`config.mk`:
```
export PLATFORM = sky130hd
export DESIGN_NAME = skewed_operand_bram
export DESIGN_NICKNAME = d
export VERILOG_FILES = /design/src/rtl/skewed_operand_bram.sv
export SDC_FILE = /design/constraint.sdc
export NUM_CORES = 1
export LEC_CHECK = 0
export ABC_CLOCK_PERIOD_IN_PS = 2310
export BUFFER_PORTS_ARGS = -buffer_cell sky130_fd_sc_hd__buf_2
export CAP_MARGIN = 40
export CELL_PAD_IN_SITES_DETAIL_PLACEMENT = 2
export CELL_PAD_IN_SITES_GLOBAL_PLACEMENT = 2
export CORE_ASPECT_RATIO = 2
export CORE_MARGIN = 2
export CORE_UTILIZATION = 45
export DETAILED_ROUTE_END_ITERATION = 16
export HOLD_SLACK_MARGIN = 0.12
export PLACE_DENSITY = 0.83
export SYNTH_ARGS = -nofsm -noshare
export SYNTH_HDL_FRONTEND = slang
export SYNTH_SLANG_ARGS = --single-unit
```
`constraint.sdc`:
```
create_clock -name clk -period 2.31 [get_ports clk]
set_input_delay 0 -clock clk [delete_from_list [all_inputs] [get_ports clk]]
set_output_delay 0 -clock clk [all_outputs]
set_load 0.02 [all_outputs]
```
`src/rtl/skewed_operand_bram.sv`:
```
// ---------------------------------------------------------------------------
// skewed_operand_bram
//
// Single-port synchronous block memory that feeds one edge lane of the 4x4
// systolic matrix multiplier. At power-up it holds a diagonally skewed
// operand stream: lane L keeps its four operands at addresses L..L+3 and
// zeros everywhere else, so a plain 0..9 address sweep delivers the operands
// to the edge processing element with the one-cycle-per-lane stagger the
// array needs.
//
// Parameters:
//   DATA_WIDTH - width of dina/douta and of each stored word
//   ADDR_WIDTH - word address width, DEPTH = 2**ADDR_WIDTH
//   LANE       - lane index 0..3, selects skew offset and operand block
//   SKEW_EN    - 1 = preload skewed operand image, 0 = preload zeros
//
// Ports:
//   clk   - clock, all memory activity on the rising edge
//   rst   - asynchronous active-high reset, clears the output register only
//   ena   - port enable, gates both read and write
//   wea   - write enable, qualified by ena
//   addra - word address
//   dina  - write data
//   douta - registered read data, write-first, one cycle latency
// ---------------------------------------------------------------------------
module skewed_operand_bram #(
    parameter int DATA_WIDTH = 32,
    parameter int ADDR_WIDTH = 4,
    parameter int LANE       = 0,
    parameter int SKEW_EN    = 1
) (
    input  logic                  clk,
    input  logic                  rst,
    input  logic                  ena,
    input  logic                  wea,
    input  logic [ADDR_WIDTH-1:0] addra,
    input  logic [DATA_WIDTH-1:0] dina,
    output logic [DATA_WIDTH-1:0] douta
);

    localparam int DEPTH     = 2 ** ADDR_WIDTH;
    localparam int LANE_OPS  = 4;
    localparam int IMG_WIDTH = DEPTH * DATA_WIDTH;

    // Builds the power-up image: word[LANE+j] = LANE*4 + j + 1, zero elsewhere.
    // Words that would fall past the top of a shallow memory are dropped.
    function automatic logic [IMG_WIDTH-1:0] init_image();
        logic [IMG_WIDTH-1:0] img_s;
        img_s = {IMG_WIDTH{1'b0}};
        if (SKEW_EN != 0) begin
            for (int j = 0; j < LANE_OPS; j++) begin
                if ((LANE + j) < DEPTH) begin
                    img_s[(LANE + j) * DATA_WIDTH +: DATA_WIDTH] =
                        DATA_WIDTH'(LANE * LANE_OPS + j + 1);
                end else begin
                    img_s = img_s;
                end
            end
        end else begin
            img_s = {IMG_WIDTH{1'b0}};
        end
        return img_s;
    endfunction

    // Storage array; contents come only from the power-up image and writes,
    // reset never touches them.
    logic [DEPTH-1:0][DATA_WIDTH-1:0] mem_r = init_image();

    // Output register powers up at zero so the edge PE sees no stray operand.
    logic [DATA_WIDTH-1:0] dout_r = {DATA_WIDTH{1'b0}};

    logic                  wr_en_s;
    logic [DATA_WIDTH-1:0] rd_data_s;

    // Write qualification and write-first read data selection.
    always_comb begin
        wr_en_s   = 1'b0;
        rd_data_s = mem_r[addra];
        if (ena && wea && !rst) begin
            wr_en_s   = 1'b1;
            rd_data_s = dina;
        end else begin
            wr_en_s   = 1'b0;
            rd_data_s = mem_r[addra];
        end
    end

    // Memory write port; rst sampled high at the edge blocks the write.
    always_ff @(posedge clk) begin
        if (wr_en_s) begin
            mem_r[addra] <= dina;
        end
    end

    // Registered read port; reset clears it immediately, ena=0 holds it.
    always_ff @(posedge clk or posedge rst) begin
        if (rst) begin
            dout_r <= {DATA_WIDTH{1'b0}};
        end else if (ena) begin
            dout_r <= rd_data_s;
        end
    end

    assign douta = dout_r;

    skewed_operand_bram_chk #(
        .DATA_WIDTH(DATA_WIDTH)
    ) u_chk (
        .clk  (clk),
        .rst  (rst),
        .ena  (ena),
        .wea  (wea),
        .dina (dina),
        .douta(douta)
    );

endmodule

// ---------------------------------------------------------------------------
// skewed_operand_bram_chk
//
// Protocol checker for the lane memory output register.
//
// Ports (all inputs): clk, rst, ena, wea, dina, douta - mirror the memory.
// ---------------------------------------------------------------------------
module skewed_operand_bram_chk #(
    parameter int DATA_WIDTH = 32
) (
    input logic                  clk,
    input logic                  rst,
    input logic                  ena,
    input logic                  wea,
    input logic [DATA_WIDTH-1:0] dina,
    input logic [DATA_WIDTH-1:0] douta
);

    // A disabled port must leave the output register untouched.
    a_hold_when_disabled: assert property (
        @(posedge clk) disable iff (rst) !ena |=> $stable(douta)
    );

    // A write shows the written data on the output the same edge.
    a_write_first: assert property (
        @(posedge clk) disable iff (rst) (ena && wea) |=> (douta == $past(dina))
    );

endmodule

```
# --- After elaboration in Yosys (flattened, before gate mapping) ---
# Cells that the tools add are included.
totals:
  register_bits: 544
  in_bits: 40
  output_inout_bits: 32
  elab_cells: 30
classes:
  order_cmp: 2
  muxes: 7
  reduce_logical: 4
op_table:
  columns: ["cell", "n"]
  rows:
  - ["bitwise mux 512 bit", 1]
  - ["binary-select mux 32 bit (select 4 bit)", 1]
  - ["demux 32 bit (select 4 bit)", 1]
  - ["two-way mux 32 bit", 3]
  - ["< comparator 4 x 5 -> 1 bit (second input constant)", 1]
  - ["greater-or-equal comparator 4 x 1 -> 1 bit (second input constant)", 1]
  - ["logical AND 1 bit", 3]
  - ["zero test 1 bit", 1]
  - ["two-way mux 1 bit", 1]

# --- Logic depth before layout (Yosys ltp) ---
# Gate-level depths: netlist (run 1).
logic_depth:
  depth_word: 5
  ltp_mapped: 7
  ltp_nobuf: 4

# --- Worst setup path after synthesis (run 1) ---
# Ideal clock, no wire load.
synth_timing:
  path_type: "input to register"
  start: "input ena"
  end: "register mem_r[256] (netlist bit) (enable)"
  arrival_time_ps: 2997
  slack_ps: -1148
  stages: 4
  path_cell_list: "clkbuf_1 -> nand3b_1 -> or3_1 -> nor3_1"
synth_via:
  elab_chain_len: 3
synth_lines:
  columns: ["item", "line_no", "source"]
  rows:
  - ["start: declaration", "34", "input logic ena,"]
  - ["logical AND 1 bit (2 in a row)", "79", "if (ena && wea && !rst) begin"]
  - ["two-way mux 1 bit", "79", null]
  - ["end signal: indexed assignment", "91", "mem_r[addra] <= dina;"]
  - ["end: declaration", "67", "logic [DEPTH-1:0][DATA_WIDTH-1:0] mem_r = init_image();"]
# No other way between the ends.
# A chain may end at the register's enable or synchronous reset.

# --- Final worst setup path (run 1) ---
layout_timing:
  start: "input rst"
  end: "register mem_r[196] (netlist bit) (enable)"
layout_via:
  elab_chain_len: 3
layout_lines:
  columns: ["item", "line_no", "source"]
  rows:
  - ["start: declaration", "33", "input logic rst,"]
  - ["zero test 1 bit (no source line)", null, null]
  - ["logical AND 1 bit", "79", null]
  - ["two-way mux 1 bit", "79", null]
# No other way between the ends.

==> results of run 1 <==
==> power groups by stage <==
stage / clock [uW] / sequential (uW) / combinational, uW
after floorplan: 0 / 11300 / 600
after global placement: 0 / 11200 / 1200
after detailed placement: 0 / 11200 / 1290
after CTS: 8370 / 11000 / 1360
after global routing: 8620 / 11000 / 1430
final: 8240 / 11000 / 1360
==> cell usage in the layout, fill, tap and decap left out, types with 2 or more instances in the layout <==
cell type        n
nand2b_1         2
nor3_4           4
buf_12          20
edfxtp_1       512
a21oi_1         32
clkbuf_1        16
dlygate4sd3_1   37
o22ai_1         95
dfrtp_1         32
buf_2           69
mux2i_1        189
clkinv_2         9
inv_1            3
clkbuf_8         2
nand3b_1         3
nor2_4          13
bufinv_16        5
clkbuf_16       49
inv_6            2
nand2_1          3
a221oi_1        31
a211oi_1        31
clkinvlp_4       2
mux4_2          33
o21ai_1         31
clkinv_1         2
buf_4           43
or3_1            3
==> final timing paths <==
kind	end	slack, ns
setup reg to reg	douta[5]	0.88
hold / removal	douta[21]	0.20
min in group asynchronous	douta[22]	0.67
setup / recovery	mem_r[196]	0.28
max in group asynchronous	douta[1]	0.97
hold reg to reg	douta[0]	0.58
==> worst register-to-register path, delay by kind of cell, from the launching register on <==
family,cells,cell delay (ns)
muxes,1,0.49
AOI/OAI and AO/OA,2,0.41
DFF,1,0.40
==> kinds of logic after synthesis <==
family	after synthesis	share of synthesized area (%)
mux	223	12.7
simple gates	34	0.816
buf+inv	75	2.00
flops	544	77.6
compound gates	224	6.91
==> stage by stage <==
stage / utilization [%] / std cells / setup slack, ns
final: 53.1 / 1852 / 0.284
after global routing: 53.1 / 1852 / 0.245
after CTS: 53.1 / 1852 / 0.276
after detailed placement: 48.9 / 1727 / 0.329
after global placement: 48.8 / 1726 / 0.420
after floorplan: - / 1100 / -0.291
==> metal layers <==
| metal | global-route usage, % | up-vias |
|---|---|---|
| met1 | 33.9 | 6243 |
| li1 | - | 4838 |
| met5 | 0 | - |
| met3 | 3.27 | 153 |
| met2 | 47.2 | 472 |
| met4 | 11.3 | 0 |
==> cell type report <==
| class | instances | area [um2] |
|---|---|---|
| Fill cell | 3941 | 21500 |
| Sequential cell | 544 | 16200 |
| Multi-Input combinational cell | 481 | 4420 |
| Timing Repair Buffer | 170 | 1450 |
| Clock buffer | 67 | 1310 |
| Tap cell | 565 | 707 |
| Clock inverter | 21 | 246 |
| Inverter | 4 | 15.0 |
==> registers in the layout, indices dropped and copies added (netlist names) <==
name and count:
douta 32, mem_r 512
==> what timing repair did <==
action,in CTS,in global routing
setup buffers,0,0
endpoints found under the hold margin,576,0
hold buffers,37,0
==> metrics.txt, run 1 <==
DR vias=approximately 12000; Slew Limit Fails=0; max incr delay on CP=0.54 ns; Clock Skew=about 0.021 ns; status=complete, no violations; synthesis-stage register bit count=544; clock root cell=clkbuf_16; I/O pins=~70; Async S/R FF share, synth=between 5 and 6%; worst-path maximum fanout=9; post-synth design cell area=approximately 21000 um2; Crit. path cell count=7; Clock transition at path regs=roughly 0.070 ns; met2 WL=around 34 mm; Setup crit start=rst; final setup vio count=0; Slew HR=between 50% and 60%; WP data required=2.59 ns; cell taking the most area after synthesis=edfxtp_1; Max clock buf depth=3; Routed Antenna Nets=0; sw frac=22.7%; routed wire length=around 64 mm; MaxCap Viol Count=0; LEAKAGE=around 0.0083 uW; HP Class=in2reg; antenna violations before repair=0; sequential area share after synthesis=77.6%; Max VDD drop=around 0.7 mV; Chip Width=between 150 and 200 um; CP max-delay cell=dlygate4sd3_1; endpoints failing hold=0; initial core utilization=45.5%; CP Capture Type=flip-flop; Die ar.=48200 um2; Synth top area share=about 74%; DR pass1 iterations=5; Slew @ Worst Pin=0.675 ns; post-route DRC violation count=0; pin count of the biggest net entering global routing=57; Vias/cell=about 6.3; wire length per cell=between 30 and 40 um; cells along the critical path=dlygate4sd3_1, buf_2, nand3b_1, nor2_1, nand2_1, nor2_4, buf_4; syn avg cell area=roughly 19 um2; Worst Path Class, Setup=in2reg; vias in the first global route=13000; worst skew pair latency=0.59 ns; n_diodes=0; synth top area cells=edfxtp_1 74%, mux2i_1 9.1%, dfrtp_1 3.8%; total power=approximately 21000 uW; highest metal used=met4; maximum clock frequency=~0.49 GHz; commonest cells in the netlist=512 x edfxtp_1, 189 x mux2i_1, 95 x o22ai_1, 33 x mux4_2; Syn Inst Count=between 1000 and 1500; DP Area=22400 um2; total clock sinks=around 540; setup TNS=0 ns; fin crit period=2.03 ns; Clk pwr share=40.0%; CTS resizes=0; Top FF cell, synth=edfxtp_1; CTS H-tree lvls=2; Crit path max-delay family=simple AND/OR/NAND/NOR gates; total CTS buffers=48; RSZ-0062 raised after global routing=no; share of layout cells above drive strength 1=about a fifth; Tot GR Track Use=around 27%; nets@finish=approximately 1300; row count=between 100 and 150; synth unique cells=29; first-pass GRT wire length=around 92 mm; Post-synth EDFFs=between 500 and 600; CTS tree=yes; Pwr Density=847 nW/um2; Tcrit/Tclk final=roughly 90%; hpwl dp=~38 mm; WHS=between 0.15 and 0.2 ns; syn_nets=approximately 1100; initial detailed-routing violation count=between 900 and 1000; CP startpoint kind=primary input; Area growth, synth to finish=16.7%; wl on met1=around 25 mm; RePlAce Congestion=around 0.78; WL met3=approximately 3 mm; top-count cell post-synth=edfxtp_1; Die Ht=roughly 300 um; Worst R2R Path Depth=3; Synth Warn #=0; fin area=between 20000 and 25000 um2; sequential power share=53.4%; hold path cells=5; Gate power share=6.6%; core footprint=45800 um2; switching power of the nets=~4700 uW; Internal=roughly 16000 uW; min-delay src=addra[1]; reg-to-reg critical path startpoint=mem_r[101]; crit path buf inv count=3; critical path arrival=~2.3 ns; remaining global-route overflow=0; PortBufs=between 70 and 80
(Power assumes the default switching activity.)
==> inputs of run 2 (changes only) <==
- REMOVE_ABC_BUFFERS: default -> 1
==> metrics.txt, run 2 (synthesis gave the netlist of run 1 again) <==
status=complete, no violations; remaining global-route overflow=0; met1 GRT Util=33.1%; row count=between 100 and 150; sequential power share=approximately half; Internal=~17000 uW; CP Capture Type=flip-flop; setup TNS=0 ns; HP Class=in2reg; Gate power share=roughly 6.4%; post-route DRC violation count=0; first-pass GRT wire length=96.8 mm; Area growth, synth to finish=16.5%; maximum clock frequency=slightly below 0.5 GHz; final setup vio count=0; dpl ws=roughly 0.11 ns; endpoints failing hold=0; I/O pins=between 70 and 80; initial core utilization=between 40 and 50%; Slew @ Worst Pin=roughly 0.73 ns; worst-path maximum fanout=22; Tcrit/Tclk final=between 80% and 90%; PortBufs=roughly 70; core footprint=45800 um2; fin crit period=just over 2 ns; total CTS buffers=47; Pwr Density=around 870 nW/um2; nets@finish=approximately 1300; DR vias=11800; worst skew pair latency=just under 0.6 ns; routed wire length=~67 mm; Largest Register=mem_r; GRT Max-Usage Layer=met2; antenna violations before repair=1; MaxCap Viol Count=0; total clock sinks=between 500 and 600; WP data required=approximately 2.5 ns; share of layout cells above drive strength 1=about 20%; Clock Skew=between 0.015 and 0.02 ns; CTS H-tree lvls=2; Die ar.=slightly below 50000 um2; max reg flops=between 500 and 600; Tot GR Track Use=28.5%; Slew Limit Fails=0; Max VDD drop=between 0.6 and 0.7 mV; Vias/cell=6.39; sw frac=between 20% and 30%; Chip Width=roughly 160 um; RePlAce Congestion=approximately 0.76; Clock transition at path regs=0.07 ns; Worst Path Class, Setup=in2reg; hpwl dp=approximately 40 mm; clock root cell=clkbuf_16; Max clock buf depth=3; commonest non-fill, non-tap cell in the layout=edfxtp_1; RSZ-0062 raised after global routing=no; post-CTS setup buffer count=0; routing usage on met2=between 50% and 60%; Die Ht=308 um; DR pass1 iterations=5; PnR worst setup slack=0.295 ns; Routed Antenna Nets=0; Clk pwr share=about two fifths; pin count of the biggest net entering global routing=slightly above 60; critical path arrival=approximately 2.2 ns; met3 usage=about 3.4%; wire length per cell=between 30 and 40 um; commonest cells after routing, fill and taps aside=512 x edfxtp_1, 189 x mux2i_1, 95 x o22ai_1, 69 x buf_2, 48 x clkbuf_16; Slew HR=51.0%; CP startpoint kind=primary input; vias in the first global route=between 10000 and 15000; CTS tree=yes; LEAKAGE=~0.0083 uW; initial detailed-routing violation count=around 1100; switching power of the nets=~4800 uW
[run 2: cell types whose count changed in the layout (fill, tap and decap cells not counted), moves of 3 or more]
cell,delta
buf_12,-7
bufinv_16,+6
clkbuf_1,-10
buf_4,+3
clkinv_2,-5
nor3_2,+4
clkinv_1,+10
nor3_4,-4
dlygate4sd3_1,-3
[run 2: critical path, cell delays in order]
cell and delay, ns:
dlygate4sd3_1 0.52, buf_2 0.16, nand3b_1 0.27, or3_1 0.53
nor3_2 0.27, buf_4 0.46
[run 2: layer usage]
metal  part of all wire [%]  up-vias
met1                     36     6333
li1                       -     4817
met2                     54      476
met4                    4.5        0
met5                      0        -
met3                    4.5      168
[run 2: power by group through the flow]
stage                     clock [uW]  sequential (uW)  combinational (uW)
final                           8890            11000                1370
after global routing            9280            11000                1440
after CTS                       9030            11000                1380
after detailed placement           0            11200                1300
after global placement             0            11200                1210
after floorplan                    0            11300                 448
[run 2: final timing paths]
check                           start          to  slack [ns]  depth (start not counted)
setup / recovery                  rst  mem_r[275]        0.30                          6
hold reg to reg              douta[2]    douta[2]        0.58                          2
hold / removal               addra[2]   douta[29]        0.16                          5
min in group asynchronous         rst   douta[28]        0.63                          4
max in group asynchronous         rst   douta[16]        0.97                          5
setup reg to reg           mem_r[343]   douta[23]        0.75                          4
[run 2: timing repair]
item                                   in CTS  in global routing
hold buffers                               34                  0
resized for setup                           0                  0
endpoints found under the hold margin     576                  0
[run 2: through the flow]
stage / utilization [%] / power [uW] / area [um2] / hold WS (ns) / cells
2_1_floorplan: - / 11700 / 20400 / 0.0989 / 1029
4_1_cts: 53.0 / 21400 / 24300 / 0.130 / 1844
3_5_place_dp: 48.6 / 12500 / 22300 / 0.106 / 1723
6_report: 53.0 / 21300 / 24300 / 0.156 / 1845
5_1_grt: 53.0 / 21700 / 24300 / 0.171 / 1845
3_3_place_gp: 48.6 / 12400 / 22300 / 0.0563 / 1723
[run 2: cell type report]
cell class / instances / area [um2]
Sequential cell: 544 / 16200
Fill cell: 3971 / 21500
Inverter: 4 / 15.0
Antenna cell: 1 / 2.50
Multi-Input combinational cell: 481 / 4400
Timing Repair Buffer: 163 / 1310
Tap cell: 565 / 707
Clock inverter: 30 / 428
Clock buffer: 57 / 1260
==> inputs of run 3 (changes only) <==
- CORE_ASPECT_RATIO: 2 -> 1.5
- CORE_MARGIN: 2 -> default
- CTS_BUF_LIST: default -> sky130_fd_sc_hd__clkbuf_8
==> metrics.txt, run 3 (synthesis gave the netlist of run 1 again) <==
Chip Width=approximately 180 um; row count=between 90 and 100; sink of the worst hold path=douta[26]; RSZ-0062 raised after global routing=no; Routed Antenna Nets=0; Worst R2R Path Depth=5; cells along the critical path=dlygate4sd3_1, buf_2, nand3b_1, nor2_1, nand2_1, nor3_2, buf_4; Clk pwr share=about 40%; Area growth, synth to finish=16.9%; DP Area=roughly 22000 um2; HP Class=in2reg; worst reg2reg path endpoint=douta[5]; CP max-delay cell=buf_4; Slew HR=between 40% and 50%; max reg flops=just over 500; Die ar.=47200 um2; DR vias=12300; status=complete, no violations; Pwr Density=between 800 and 900 nW/um2; PnR worst setup slack=0.161 ns; Largest Register=mem_r; clock root cell=clkbuf_8; endpoints failing hold=0; antenna violations before repair=1; MaxCap Viol Count=0; commonest non-fill, non-tap cell in the layout=edfxtp_1; worst-path maximum fanout=21; initial detailed-routing violation count=1213; WP data required=2.59 ns; remaining global-route overflow=0; Slew @ Worst Pin=between 0.7 and 0.8 ns; Worst Path Class, Setup=in2reg; fin crit period=roughly 2.1 ns; Gate power share=~6.8%; Internal=15400 uW; total CTS buffers=80; Max clock buf depth=3; sw frac=between 20 and 25%; Vias/cell=6.31; final setup vio count=0; Slew Limit Fails=0; routed wire length=about 70 mm; maximum clock frequency=0.465 GHz; Die Ht=266 um; CTS H-tree lvls=3; vias in the first global route=approximately 14000; reg-to-reg critical path startpoint=mem_r[389]; core footprint=roughly 46000 um2; nets@finish=about 1300; worst skew pair latency=slightly below 0.7 ns; pin count of the biggest net entering global routing=44; WHS=roughly 0.17 ns; Max VDD drop=~0.44 mV; DR pass1 iterations=5; Fillers=3919; Clock Skew=roughly 0.037 ns; wire length per cell=35.7 um; I/O pins=72; PortBufs=71; post-route DRC violation count=0; CTS tree=yes; CTS resizes=0; initial core utilization=45.6%; total power=between 20000 and 25000 uW; dpl ws=roughly 0.22 ns; fin area=roughly 24000 um2; max incr delay on CP=0.55 ns; first-pass GRT wire length=just under 100 mm; r2r setup slk=between 0.4 and 0.5 ns; commonest cells after routing, fill and taps aside=512 x edfxtp_1, 189 x mux2i_1, 95 x o22ai_1, 88 x clkbuf_8, 69 x buf_2; switching power of the nets=a little over 5000 uW; CP startpoint kind=primary input; RePlAce Congestion=~0.76; sequential power share=~54%; Clock transition at path regs=roughly 0.080 ns; critical path arrival=around 2.4 ns; min-delay src=wea; LEAKAGE=0.00843 uW; Tcrit/Tclk final=~93%; Tot GR Track Use=between 30% and 40%; hpwl dp=39.4 mm; setup TNS=0 ns; CP Capture Type=flip-flop; hold path cells=5; total clock sinks=between 500 and 600; share of layout cells above drive strength 1=between 20% and 30%
[run 3: cell count changes in the layout (fill, tap and decap cells not counted)]
cell and delta:
clkbuf_8 +85, clkbuf_16 -48, inv_1 +25, clkinv_2 +11
bufinv_16 -7, buf_4 +6, clkbuf_1 -6, dlygate4sd3_1 +6
clkinvlp_4 +3, buf_16 +1, clkinv_1 -1, clkinv_8 -1
inv_6 +1, inv_8 +1
[run 3: area by class of cell]
| type | count | area [um2] | share of cell area [%] |
|---|---|---|---|
| inverters | 4 | 15.0 | 0.0616 |
| clock inverters | 62 | 389 | 1.60 |
| diodes | 1 | 2.50 | 0.0103 |
| clock buffers | 88 | 1210 | 4.97 |
| flip-flops and latches | 544 | 16200 | 66.4 |
| repair buffers | 176 | 1440 | 5.91 |
| multi-input cells | 481 | 4400 | 18.0 |
| well taps | 588 | 736 | 3.02 |
[run 3: per-stage QoR]
stage,utilization (%),std cells
finish,53.2,1944
global route,53.2,1944
CTS,53.2,1943
detailed placement,48.9,1753
global placement,48.8,1752
floorplan,-,1029
[run 3: power groups by stage]
stage	sequential, uW	combinational, uW	clock (uW)
6_report	11000	1390	8050
5_1_grt	11000	1440	8510
4_1_cts	11000	1380	8160
3_5_place_dp	11200	1290	0
3_3_place_gp	11200	1180	0
2_1_floorplan	11300	448	0
[run 3: layer usage]
layer | wire, um | GRT usage [%] | up-vias
li1 | - | - | 4928
met1 | 25600 | 35.4 | 6564
met2 | 36600 | 53.2 | 555
met3 | 3600 | 4.63 | 216
met4 | 3580 | 16.1 | 0
met5 | 0 | 0 | -
[run 3: worst max-delay path by stage]
stage	from	endpoint	slack [ns]	cells past startpoint
2_1_floorplan	rst	mem_r[256]	-1.65	3
3_3_place_gp	addra[2]	mem_r[385]	0.41	5
3_5_place_dp	addra[0]	douta[11]	0.22	6
4_1_cts	rst	mem_r[138]	0.22	7
5_1_grt	rst	mem_r[138]	0.18	7
6_report	rst	mem_r[138]	0.16	7
[run 3: timing repair]
action | 4_1_cts | 5_1_grt
buffers inserted | 0 | 0
hold buffers | 40 | 0
hold endpoints to repair | 576 | 0
[run 3: worst max-delay path, delay by kind of cell]
kind | cells | cell delay [ns]
buffers and inverters | 3 | 1.28
and+or+nand+nor | 4 | 1.12
